`config.mk`:
```
export PLATFORM = sky130hd
export DESIGN_NAME = rr_arbiter_lock_flat
export DESIGN_NICKNAME = d
export VERILOG_FILES = /design/src/rtl/rr_arbiter_lock_if.sv /design/src/rtl/rr_arbiter_lock.sv /design/src/flat_wrapper.sv
export SDC_FILE = /design/constraint.sdc
export NUM_CORES = 1
export LEC_CHECK = 0
export CORE_MARGIN = 2
export CORE_UTILIZATION = 39
export CTS_CLUSTER_SIZE = 24
export DETAILED_ROUTE_END_ITERATION = 16
export PLACE_DENSITY_LB_ADDON = 0.3
export REMOVE_ABC_BUFFERS = 1
export SYNTH_ARGS = -nofsm -noshare
export SYNTH_HDL_FRONTEND = slang
export SYNTH_SLANG_ARGS = --single-unit
```
`constraint.sdc`:
```
create_clock -name clk -period 2.6 [get_ports clk]
set_input_delay 0.52 -clock clk [delete_from_list [all_inputs] [get_ports clk]]
set_output_delay 0.52 -clock clk [all_outputs]
set_load 0.01 [all_outputs]
```
`src/rtl/rr_arbiter_lock_if.sv`:
```
// Request/grant bundle between the input-port VC request lines and the
// burst-lock round-robin arbiter. The arbiter sits on the slave side.
interface rr_arbiter_lock_if #(
   parameter int N_REQ   = 4,
   parameter int BURST_W = 3
);
   localparam int IDX_W = $clog2(N_REQ);

   logic [N_REQ-1:0]   req_i;
   logic               update_i;
   logic               lock_i;
   logic [BURST_W-1:0] burst_max_i;
   logic [N_REQ-1:0]   grant_o;
   logic [IDX_W-1:0]   grant_idx_o;
   logic               locked_o;

   // Requester side: raises requests and consumes grants.
   modport master (
      output req_i, update_i, lock_i, burst_max_i,
      input  grant_o, grant_idx_o, locked_o
   );

   // Arbiter side.
   modport slave (
      input  req_i, update_i, lock_i, burst_max_i,
      output grant_o, grant_idx_o, locked_o
   );
endinterface

```
`src/rtl/rr_arbiter_lock.sv`:
```
// N-requester mask-based round-robin arbiter with a burst-lock mode: a
// granted requester can keep the grant for a programmable number of updates
// so a multi-flit packet crosses an output port atomically.
module rr_arbiter_lock #(
   parameter  int N_REQ   = 4,
   parameter  int BURST_W = 3,
   localparam int IDX_W   = $clog2(N_REQ)
) (
   input  logic              clk,
   input  logic              arst,
   rr_arbiter_lock_if.slave  bus
);

   typedef enum logic {
      ARB    = 1'b0,
      LOCKED = 1'b1
   } state_e;

   localparam logic [N_REQ-1:0] ONE_REQ = N_REQ'(1);

   // Isolates the lowest set bit of a request vector.
   function automatic logic [N_REQ-1:0] lowest_one(input logic [N_REQ-1:0] v);
      return v & (~v + ONE_REQ);
   endfunction

   state_e             state_q, state_d;
   logic [N_REQ-1:0]   mask_q,  mask_d;
   logic [IDX_W-1:0]   owner_q, owner_d;
   logic [BURST_W-1:0] cnt_q,   cnt_d;
   logic [BURST_W-1:0] max_q,   max_d;

   logic [N_REQ-1:0]   masked_req;
   logic [N_REQ-1:0]   rr_grant;
   logic               hold_lock;
   logic [N_REQ-1:0]   grant;
   logic [IDX_W-1:0]   grant_idx;
   logic [BURST_W-1:0] cnt_inc;

   // Grant selection: lock owner while it still requests, else mask-based RR
   // with a fall-back to raw priority once the mask has emptied.
   always_comb begin
      // NOTE: every signal gets a default before any branch so no path leaves
      // it unassigned; otherwise synthesis infers a latch.
      masked_req = bus.req_i & mask_q;
      rr_grant   = (masked_req != '0) ? lowest_one(masked_req) : lowest_one(bus.req_i);
      hold_lock  = (state_q == LOCKED) && bus.req_i[owner_q];
      grant      = '0;
      if (!arst) begin
         if (hold_lock) begin
            grant[owner_q] = 1'b1;
         end else begin
            grant = rr_grant;
         end
      end
   end

   // One-hot to binary for the grant index; zero when nothing is granted.
   always_comb begin
      grant_idx = '0;
      for (int i = 0; i < N_REQ; i++) begin
         if (grant[i]) grant_idx = IDX_W'(i);
      end
   end

   // Next-state: burst counting while the owner holds, RR mask advance and
   // lock entry otherwise. An owner that drops its request leaves the lock
   // with no bubble, and the same cycle cannot re-lock.
   always_comb begin
      state_d = state_q;
      mask_d  = mask_q;
      owner_d = owner_q;
      cnt_d   = cnt_q;
      max_d   = max_q;
      cnt_inc = cnt_q + BURST_W'(1);
      if (hold_lock) begin
         if (bus.update_i) begin
            if (cnt_inc == max_q) begin
               state_d = ARB;
               cnt_d   = '0;
            end else begin
               cnt_d   = cnt_inc;
            end
         end
      end else begin
         state_d = ARB;
         cnt_d   = '0;
         if (bus.update_i && (grant != '0)) begin
            for (int i = 0; i < N_REQ; i++) begin
               mask_d[i] = (IDX_W'(i) > grant_idx);
            end
            if ((state_q == ARB) && bus.lock_i && (bus.burst_max_i > BURST_W'(1))) begin
               state_d = LOCKED;
               owner_d = grant_idx;
               cnt_d   = BURST_W'(1);
               max_d   = bus.burst_max_i;
            end
         end
      end
   end

   // State registers with synchronous active-high reset.
   always_ff @(posedge clk) begin
      // NOTE: sequential state uses non-blocking assignments so every flop
      // samples pre-edge values regardless of statement order.
      if (arst) begin
         state_q <= ARB;
         mask_q  <= '1;
         owner_q <= '0;
         cnt_q   <= '0;
         max_q   <= '0;
      end else begin
         state_q <= state_d;
         mask_q  <= mask_d;
         owner_q <= owner_d;
         cnt_q   <= cnt_d;
         max_q   <= max_d;
      end
   end

   // Outputs are forced low while reset is asserted, since the reset only
   // takes effect at the next edge.
   always_comb begin
      bus.grant_o     = grant;
      bus.grant_idx_o = grant_idx;
      bus.locked_o    = (state_q == LOCKED) && !arst;
   end

endmodule

```
`src/flat_wrapper.sv`:
```
// flat-port wrapper written by rule: the top's interface ports become plain ports
module rr_arbiter_lock_flat 
#(
   parameter  int N_REQ   = 4,
   parameter  int BURST_W = 3,
   localparam int IDX_W   = $clog2(N_REQ)
)
  (clk, arst, bus_req_i, bus_update_i, bus_lock_i, bus_burst_max_i, bus_grant_o, bus_grant_idx_o, bus_locked_o);
  rr_arbiter_lock_if #(.N_REQ(N_REQ), .BURST_W(BURST_W)) bus_i ();
  input  logic clk;
  input  logic arst;
  input wire logic [$bits(bus_i.req_i)-1:0] bus_req_i;
  input wire logic [$bits(bus_i.update_i)-1:0] bus_update_i;
  input wire logic [$bits(bus_i.lock_i)-1:0] bus_lock_i;
  input wire logic [$bits(bus_i.burst_max_i)-1:0] bus_burst_max_i;
  output wire logic [$bits(bus_i.grant_o)-1:0] bus_grant_o;
  output wire logic [$bits(bus_i.grant_idx_o)-1:0] bus_grant_idx_o;
  output wire logic [$bits(bus_i.locked_o)-1:0] bus_locked_o;
  assign bus_i.req_i = bus_req_i;
  assign bus_i.update_i = bus_update_i;
  assign bus_i.lock_i = bus_lock_i;
  assign bus_i.burst_max_i = bus_burst_max_i;
  assign bus_grant_o = bus_i.grant_o;
  assign bus_grant_idx_o = bus_i.grant_idx_o;
  assign bus_locked_o = bus_i.locked_o;
  rr_arbiter_lock #(.N_REQ(N_REQ), .BURST_W(BURST_W)) u_core (.clk(clk), .arst(arst), .bus(bus_i));
endmodule
```
# Word-level counts from Yosys, hierarchy flattened
# Index checks and enable logic that the tools add are counted.
word_totals:
  ff_bits: 13
  latch_bits: 0
  ram_bits: 0
  rom_bits: 0
  inputBits: 11
  output_inout_bits: 7
  elab_cells: 57
  mem_count: 0
classes:
  addsub: 3
  n_mul: 0
  div: 0
  n_lt_le_gt_ge: 7
  n_eq_ne: 3
  shifts: 0
  mux: 20
  bitwise_logic: 7
  reduce_logical: 12
op_table:
  columns: ["cell", "n"]
  rows:
  - ["$and 4x4->4", 3]
  - ["$mux 3", 4]
  - ["$mux 4", 3]
  - ["$mux 1", 9]
  - ["$add 4x1->4 const B", 2]
  - ["$not 4->4", 2]
  - ["$reduce_bool 4->1", 2]
  - ["$logic_and 1x1->1", 6]
  - ["$gt 1x2->1 const A", 2]
  - ["$gt 2x2->1 const A", 2]
  - ["$mux 2", 2]
  - ["$ne 2x2->1 const B", 2]
  - ["$reduce_and 2->1", 2]
  - ["$add 3x1->3 const B", 1]
  - ["$eq 3x3->1", 1]
  - ["$gt 3x1->1 const B", 1]
  - ["$lt 2x3->1 const B", 1]
  - ["$reduce_and 3->1", 1]
  - ["$bmux 1 s2", 1]
  - ["$demux 1 s2", 1]
  - ["$ge 2x1->1 const B", 1]
  - ["$not 1->1", 2]
  - ["$logic_not 1->1", 1]

# Logic depth before layout (Yosys ltp)
depth:
  depth_word: 11
  depth_mapped: 8
  mapped_depth_nobuf: 8

# Worst setup path before layout
# No wires, ideal clock.
synth_path:
  path_type: "in2out"
  startpoint: "in bus_req_i[0]"
  endpoint: "out bus_grant_idx_o[0]"
  arrival_ns: 1.887
  t_required_ns: 2.080
  path_slack_ns: 0.193
  stages: 5
  path_buffers: 0
  cell_sequence: "mux2_4 > a22oi_4 > mux2_2 > nor2_1 > or2_2"
synth_between:
  elab_cells_between_ends: 17
  cone_classes: "2 x add/sub; 8 x mux; 5 x bitwise; 2 x reduce/logical"
synth_rtl:
  columns: ["item", "line", "rtl"]
  rows:
  - ["start: declaration", "flat_wrapper.sv:12", "input wire logic [$bits(bus_i.req_i)-1:0] bus_req_i;"]
  - ["$and 4x4->4", "rr_arbiter_lock.sv:44", "masked_req = bus.req_i & mask_q;"]
  - ["$not 4->4", "rr_arbiter_lock.sv:23", "return v & (~v + ONE_REQ);"]
  - ["$add 4x1->4", "rr_arbiter_lock.sv:23", null]
  - ["$and 4x4->4", "rr_arbiter_lock.sv:23", null]
  - ["$mux 4", "rr_arbiter_lock.sv:45", "rr_grant = (masked_req != '0) ? lowest_one(masked_req) : lowest_one(bus.req_i);"]
  - ["$mux 4 (*)", "rr_arbiter_lock.sv:49", "if (hold_lock) begin"]
  - ["$mux 4 (*)", "rr_arbiter_lock.sv:48", "if (!arst) begin"]
  - ["named net bus_grant_o[3]", "flat_wrapper.sv:16", "output wire logic [$bits(bus_i.grant_o)-1:0] bus_grant_o;"]
  - ["$mux 2 (*)", "rr_arbiter_lock.sv:61", "if (grant[i]) grant_idx = IDX_W'(i);"]
  - ["end: declaration", "flat_wrapper.sv:17", "output wire logic [$bits(bus_i.grant_idx_o)-1:0] bus_grant_idx_o;"]
# Mark *: on every way through the listed nets, which the timed path passes. The rest lies on a longest branch. The select of a mux whose other input is x is not followed.

# Final worst setup path
layout_path:
  startpoint: "in bus_req_i[2]"
  endpoint: "out bus_grant_idx_o[0]"
layout_between:
  elab_chain_cells: 9
  elab_cells_between_ends: 17
  cone_classes: "2 x add/sub; 8 x mux; 5 x bitwise; 2 x reduce/logical"
layout_rtl:
  columns: ["item", "line"]
  rows:
  - ["$and 4x4->4", "rr_arbiter_lock.sv:44"]
  - ["$not 4->4", "rr_arbiter_lock.sv:23"]
  - ["$add 4x1->4", "rr_arbiter_lock.sv:23"]
  - ["$and 4x4->4", "rr_arbiter_lock.sv:23"]
  - ["$mux 4", "rr_arbiter_lock.sv:45"]
  - ["$mux 4 (*)", "rr_arbiter_lock.sv:49"]
  - ["$mux 4 (*)", "rr_arbiter_lock.sv:48"]
  - ["$mux 2", "rr_arbiter_lock.sv:61"]
  - ["$mux 2 (*)", "rr_arbiter_lock.sv:61"]
# Mark *: on every way between the ends. The rest lies on a longest branch, timed or not. The select of a mux whose other input is x is not followed.

==> flow_metrics.env <==
export IMPL_status="completed"
export IMPL_nNetsFinal=156
export IMPL_globalRoute_totalOverflow=0
export IMPL_synth_async_reset_ratio_pct=0
export IMPL_clk_pin_slew_ns=0.08
export IMPL_pin_count_of_the_biggest_net_entering_global_routing=15
export IMPL_final_period_utilization_pct=93.1
export IMPL_muxShareOfSynthArea_pct=8.51
export IMPL_synth_compound_gate_area_share_pct=30.2
export IMPL_timing_hold_worst_start="u_core.max_q[0]"
export IMPL_critical_path_buf_inv_count=2
export IMPL_cts_root_to_sink_buffers=2
export IMPL_post_cts_hold_buffer_count=0
export IMPL_power_density_nw_per_um2=389
export IMPL_num_antenna_cells=0
export IMPL_worst_ir_drop_vdd_uv=275
export IMPL_timing_hold_worst_endpoint="u_core.max_q[0]"
export IMPL_final_min_clock_period_ns=2.42
export IMPL_synth_main_ff_cell="sky130_fd_sc_hd__dfxtp_1"
export IMPL_die_w_um=53.5
export IMPL_drt_initial_drc_count=9
export IMPL_initial_core_utilization_pct=42.4
export IMPL_number_of_port_buffers=17
export IMPL_regToRegEndpoint="u_core.max_q[2]"
export IMPL_delay_contributed_by_the_slowest_stage_of_the_critical_path_ns=0.31
export IMPL_final_layout_size_suffix_gt1_share_pct=40.6
export IMPL_layout_common_cells="sky130_fd_sc_hd__buf_4, sky130_fd_sc_hd__nor2_1, sky130_fd_sc_hd__dfxtp_1"
export IMPL_detailed_placement_hpwl_um=1820
export IMPL_detail_route_wl_per_cell_um=13.9
export IMPL_critical_path_class="in2out"
export IMPL_global_route_usage_sum_pct=19.1
export IMPL_core_area_sq_um=2250
export IMPL_via_count=912
export IMPL_row_count=17
export IMPL_area_share_of_and_or_nand_nor_cells_after_synthesis_pct=25.0
export IMPL_post_detailed_routing_wire_length_um=2380
export IMPL_ioPinCount=18
export IMPL_total_leakage_power_uw=0.000625
export IMPL_synthToLayoutAreaGrowth_pct=38.5
export IMPL_synthesis_area_per_instance_sq_um=9.10
export IMPL_synth_top_family_by_area="compound AO/OA/AOI/OAI gates"
export IMPL_netlist_area_sq_um=956
export IMPL_critical_path_top_delay_family="multiplexers"
export IMPL_final_setup_viol_count=0
export IMPL_rsz0062_at_grt="false"
export IMPL_slew_violations=0
export IMPL_reg2reg_slack_ns=0.37
export IMPL_r2r_start="u_core.owner_q[0]"
export IMPL_timing_slew_headroom_pct=75.0
export IMPL_hold_worst_slack_ns=0.530
export IMPL_cells_traversed_along_the_worst_timing_path="dlygate4sd2_1 > mux2_4 > a22oi_4 > mux2_4 > nor2_4 > or2_2 > buf_2"
export IMPL_ctsRootBufferMaster="sky130_fd_sc_hd__clkbuf_4"
export IMPL_post_route_drc_count=0
export IMPL_synth_xor_area_share_pct=3.66
export IMPL_vias_in_the_first_global_route=912
export IMPL_cp_end_kind="output port"
export IMPL_drtPass1Iterations=4
export IMPL_finish_cell_count_without_fillers=171
export IMPL_cts_htree_levels=1
export IMPL_place_inst=165
export IMPL_worst_path_most_repeated_cell="sky130_fd_sc_hd__mux2_4"
export IMPL_worstPathRequired_ns=2.08
export IMPL_tritoncts_sink_count=13
export IMPL_clock_fmax_mhz=413
export IMPL_use_met2_pct=32.7
export IMPL_cp_data_arrival_time_ns=1.90
export IMPL_drt_antenna_violating_nets=0
export IMPL_reg2regPathDepth=10
export IMPL_number_of_cts_inserted_buffers=3
export IMPL_timing_hold_worst_class="reg2reg"
export IMPL_hold_path_cell_count=2
export IMPL_finalPower_uw=514
export IMPL_finClkSkew_ns=0.00113
export IMPL_crit_path_top_delay_cell="sky130_fd_sc_hd__mux2_4"
export IMPL_clkLatencyLatePin_ns=0.27
export IMPL_chipHeight_um=53.5
export IMPL_yosys_register_bits=13
export IMPL_vias_per_cell=5.33
export IMPL_antenna_found_initial=0
export IMPL_synth_distinct_cells=47
export IMPL_worst_pin_slew_ns=0.376
export IMPL_wire_length_of_the_first_global_routing_pass_um=4030
export IMPL_cts_tree="built"
export IMPL_hold_viol_final=0
export IMPL_timing_max_cap_violations=0
export IMPL_globalRoute_busiestLayer="met2"
export IMPL_synth_edff_count=0
export IMPL_synth_sequential_area_ratio_pct=27.2
export IMPL_finalWeightedCongestion=0.876
export IMPL_mostFrequentLayoutCell="sky130_fd_sc_hd__buf_4"
export IMPL_critical_path_peak_fanout=4
export IMPL_use_met1_pct=25.1
export IMPL_synth_adder_area_share_pct=1.31
export IMPL_grtUsageMet3_pct=2.54
export IMPL_timing_critical_path_from_type="input port"
export IMPL_die_area_sq_um=2860
export IMPL_syn_instance_count=105
export IMPL_yosys_warn_count=0
==> metal layers <==
metal	wire length (um)	vias up
li1	-	469
met1	1180	429
met2	1130	12
met3	58	2
met4	12	0
met5	0	-
==> synthesized netlist by cell type (2+ instances only) <==
| library cell | count | area [sq um] |
|---|---|---|
| sky130_fd_sc_hd__mux2i_1 | 4 | 40.0 |
| sky130_fd_sc_hd__nor3_1 | 3 | 15.0 |
| sky130_fd_sc_hd__and2_2 | 2 | 15.0 |
| sky130_fd_sc_hd__o211ai_1 | 2 | 15.0 |
| sky130_fd_sc_hd__nor2_1 | 16 | 60.1 |
| sky130_fd_sc_hd__nand2_1 | 8 | 30.0 |
| sky130_fd_sc_hd__a21o_2 | 2 | 17.5 |
| sky130_fd_sc_hd__dfxtp_1 | 13 | 260 |
| sky130_fd_sc_hd__o21bai_1 | 2 | 15.0 |
| sky130_fd_sc_hd__nand4b_1 | 2 | 17.5 |
| sky130_fd_sc_hd__a31oi_1 | 5 | 31.3 |
| sky130_fd_sc_hd__xor2_1 | 2 | 17.5 |
| sky130_fd_sc_hd__a21o_1 | 2 | 15.0 |
| sky130_fd_sc_hd__or2_2 | 2 | 12.5 |
| sky130_fd_sc_hd__xnor2_1 | 2 | 17.5 |
| sky130_fd_sc_hd__nor2b_1 | 3 | 18.8 |
| sky130_fd_sc_hd__a22oi_1 | 2 | 15.0 |
| sky130_fd_sc_hd__a21oi_1 | 2 | 10.0 |
| sky130_fd_sc_hd__clkbuf_8 | 2 | 27.5 |
| sky130_fd_sc_hd__mux2_4 | 2 | 30.0 |
==> cells by family (layout without fill, tap and decap cells) <==
| kind of cell | Yosys count | after routing |
|---|---|---|
| compound gates | 30 | 30 |
| xor+xnor | 4 | 4 |
| fa+ha+maj | 1 | 1 |
| buf+inv | 5 | 43 |
| flops | 13 | 13 |
| mux | 7 | 7 |
| simple gates | 45 | 45 |
==> final cells by class <==
cell class                 count  area, sq um
fill                         211          931
multi-input combinational     87          694
timing repair buffer          37          300
sequential                    13          260
tap                           28         35.0
clock buffer                   4         26.3
inverter                       2         7.51
==> metrics by stage <==
| stage | area (sq um) | setup slack [ns] | utilization, % | TNS [ns] |
|---|---|---|---|---|
| 2_1_floorplan | 925 | 0.193 | - | 0 |
| 3_3_place_gp | 1260 | -0.493 | 56.1 | -3.08 |
| 3_5_place_dp | 1260 | -0.517 | 56.1 | -3.59 |
| 4_1_cts | 1320 | -0.0239 | 58.3 | -0.0239 |
| 5_1_grt | 1320 | 0.139 | 58.7 | 0 |
| 6_report | 1320 | 0.180 | 58.7 | 0 |
==> power by group <==
part | total (uW) | switching, uW | internal, uW
clock | 125 | 65.2 | 59.4
combinational | 169 | 80.4 | 89.1
sequential | 220 | 11.8 | 209
==> what timing repair did <==
action / CTS / global route
buffers inserted: 2 / 0
pin swaps: 4 / 2
setup endpoints to repair: 6 / 5
resized for setup: 31 / 6
==> worst reg2reg max path, stage by stage, from the launching register on <==
cell and delay (ns):
sky130_fd_sc_hd__dfxtp_1 0.41, sky130_fd_sc_hd__mux2_4 0.34, sky130_fd_sc_hd__a22oi_4 0.21, sky130_fd_sc_hd__buf_6 0.14, sky130_fd_sc_hd__nand3_2 0.08, sky130_fd_sc_hd__nand2_2 0.10, sky130_fd_sc_hd__inv_2 0.04, sky130_fd_sc_hd__buf_4 0.14
sky130_fd_sc_hd__o31ai_4 0.39, sky130_fd_sc_hd__mux2i_1 0.23, sky130_fd_sc_hd__nor2_1 0.05
==> sequential cells by signal (all words and copies together) (netlist names) <==
signal,cells
u_core.state_q,1
u_core.mask_q,4
u_core.cnt_q,3
u_core.max_q,3
u_core.owner_q,2
==> worst max path at each step <==
| stage | startpoint | to | slack [ns] | depth (start not counted) |
|---|---|---|---|---|
| 4_1_cts | bus_req_i[0] | bus_grant_idx_o[0] | -0.02 | 7 |
| 5_1_grt | u_core.owner_q[0] | bus_grant_idx_o[0] | 0.14 | 6 |
| 6_report | bus_req_i[2] | bus_grant_idx_o[0] | 0.18 | 7 |
| 3_5_place_dp | bus_req_i[1] | bus_grant_idx_o[0] | -0.52 | 7 |
| 3_3_place_gp | bus_req_i[2] | bus_grant_idx_o[0] | -0.49 | 7 |
| 2_1_floorplan | bus_req_i[0] | bus_grant_idx_o[0] | 0.19 | 5 |
Power figures use the tool's default switching activity.
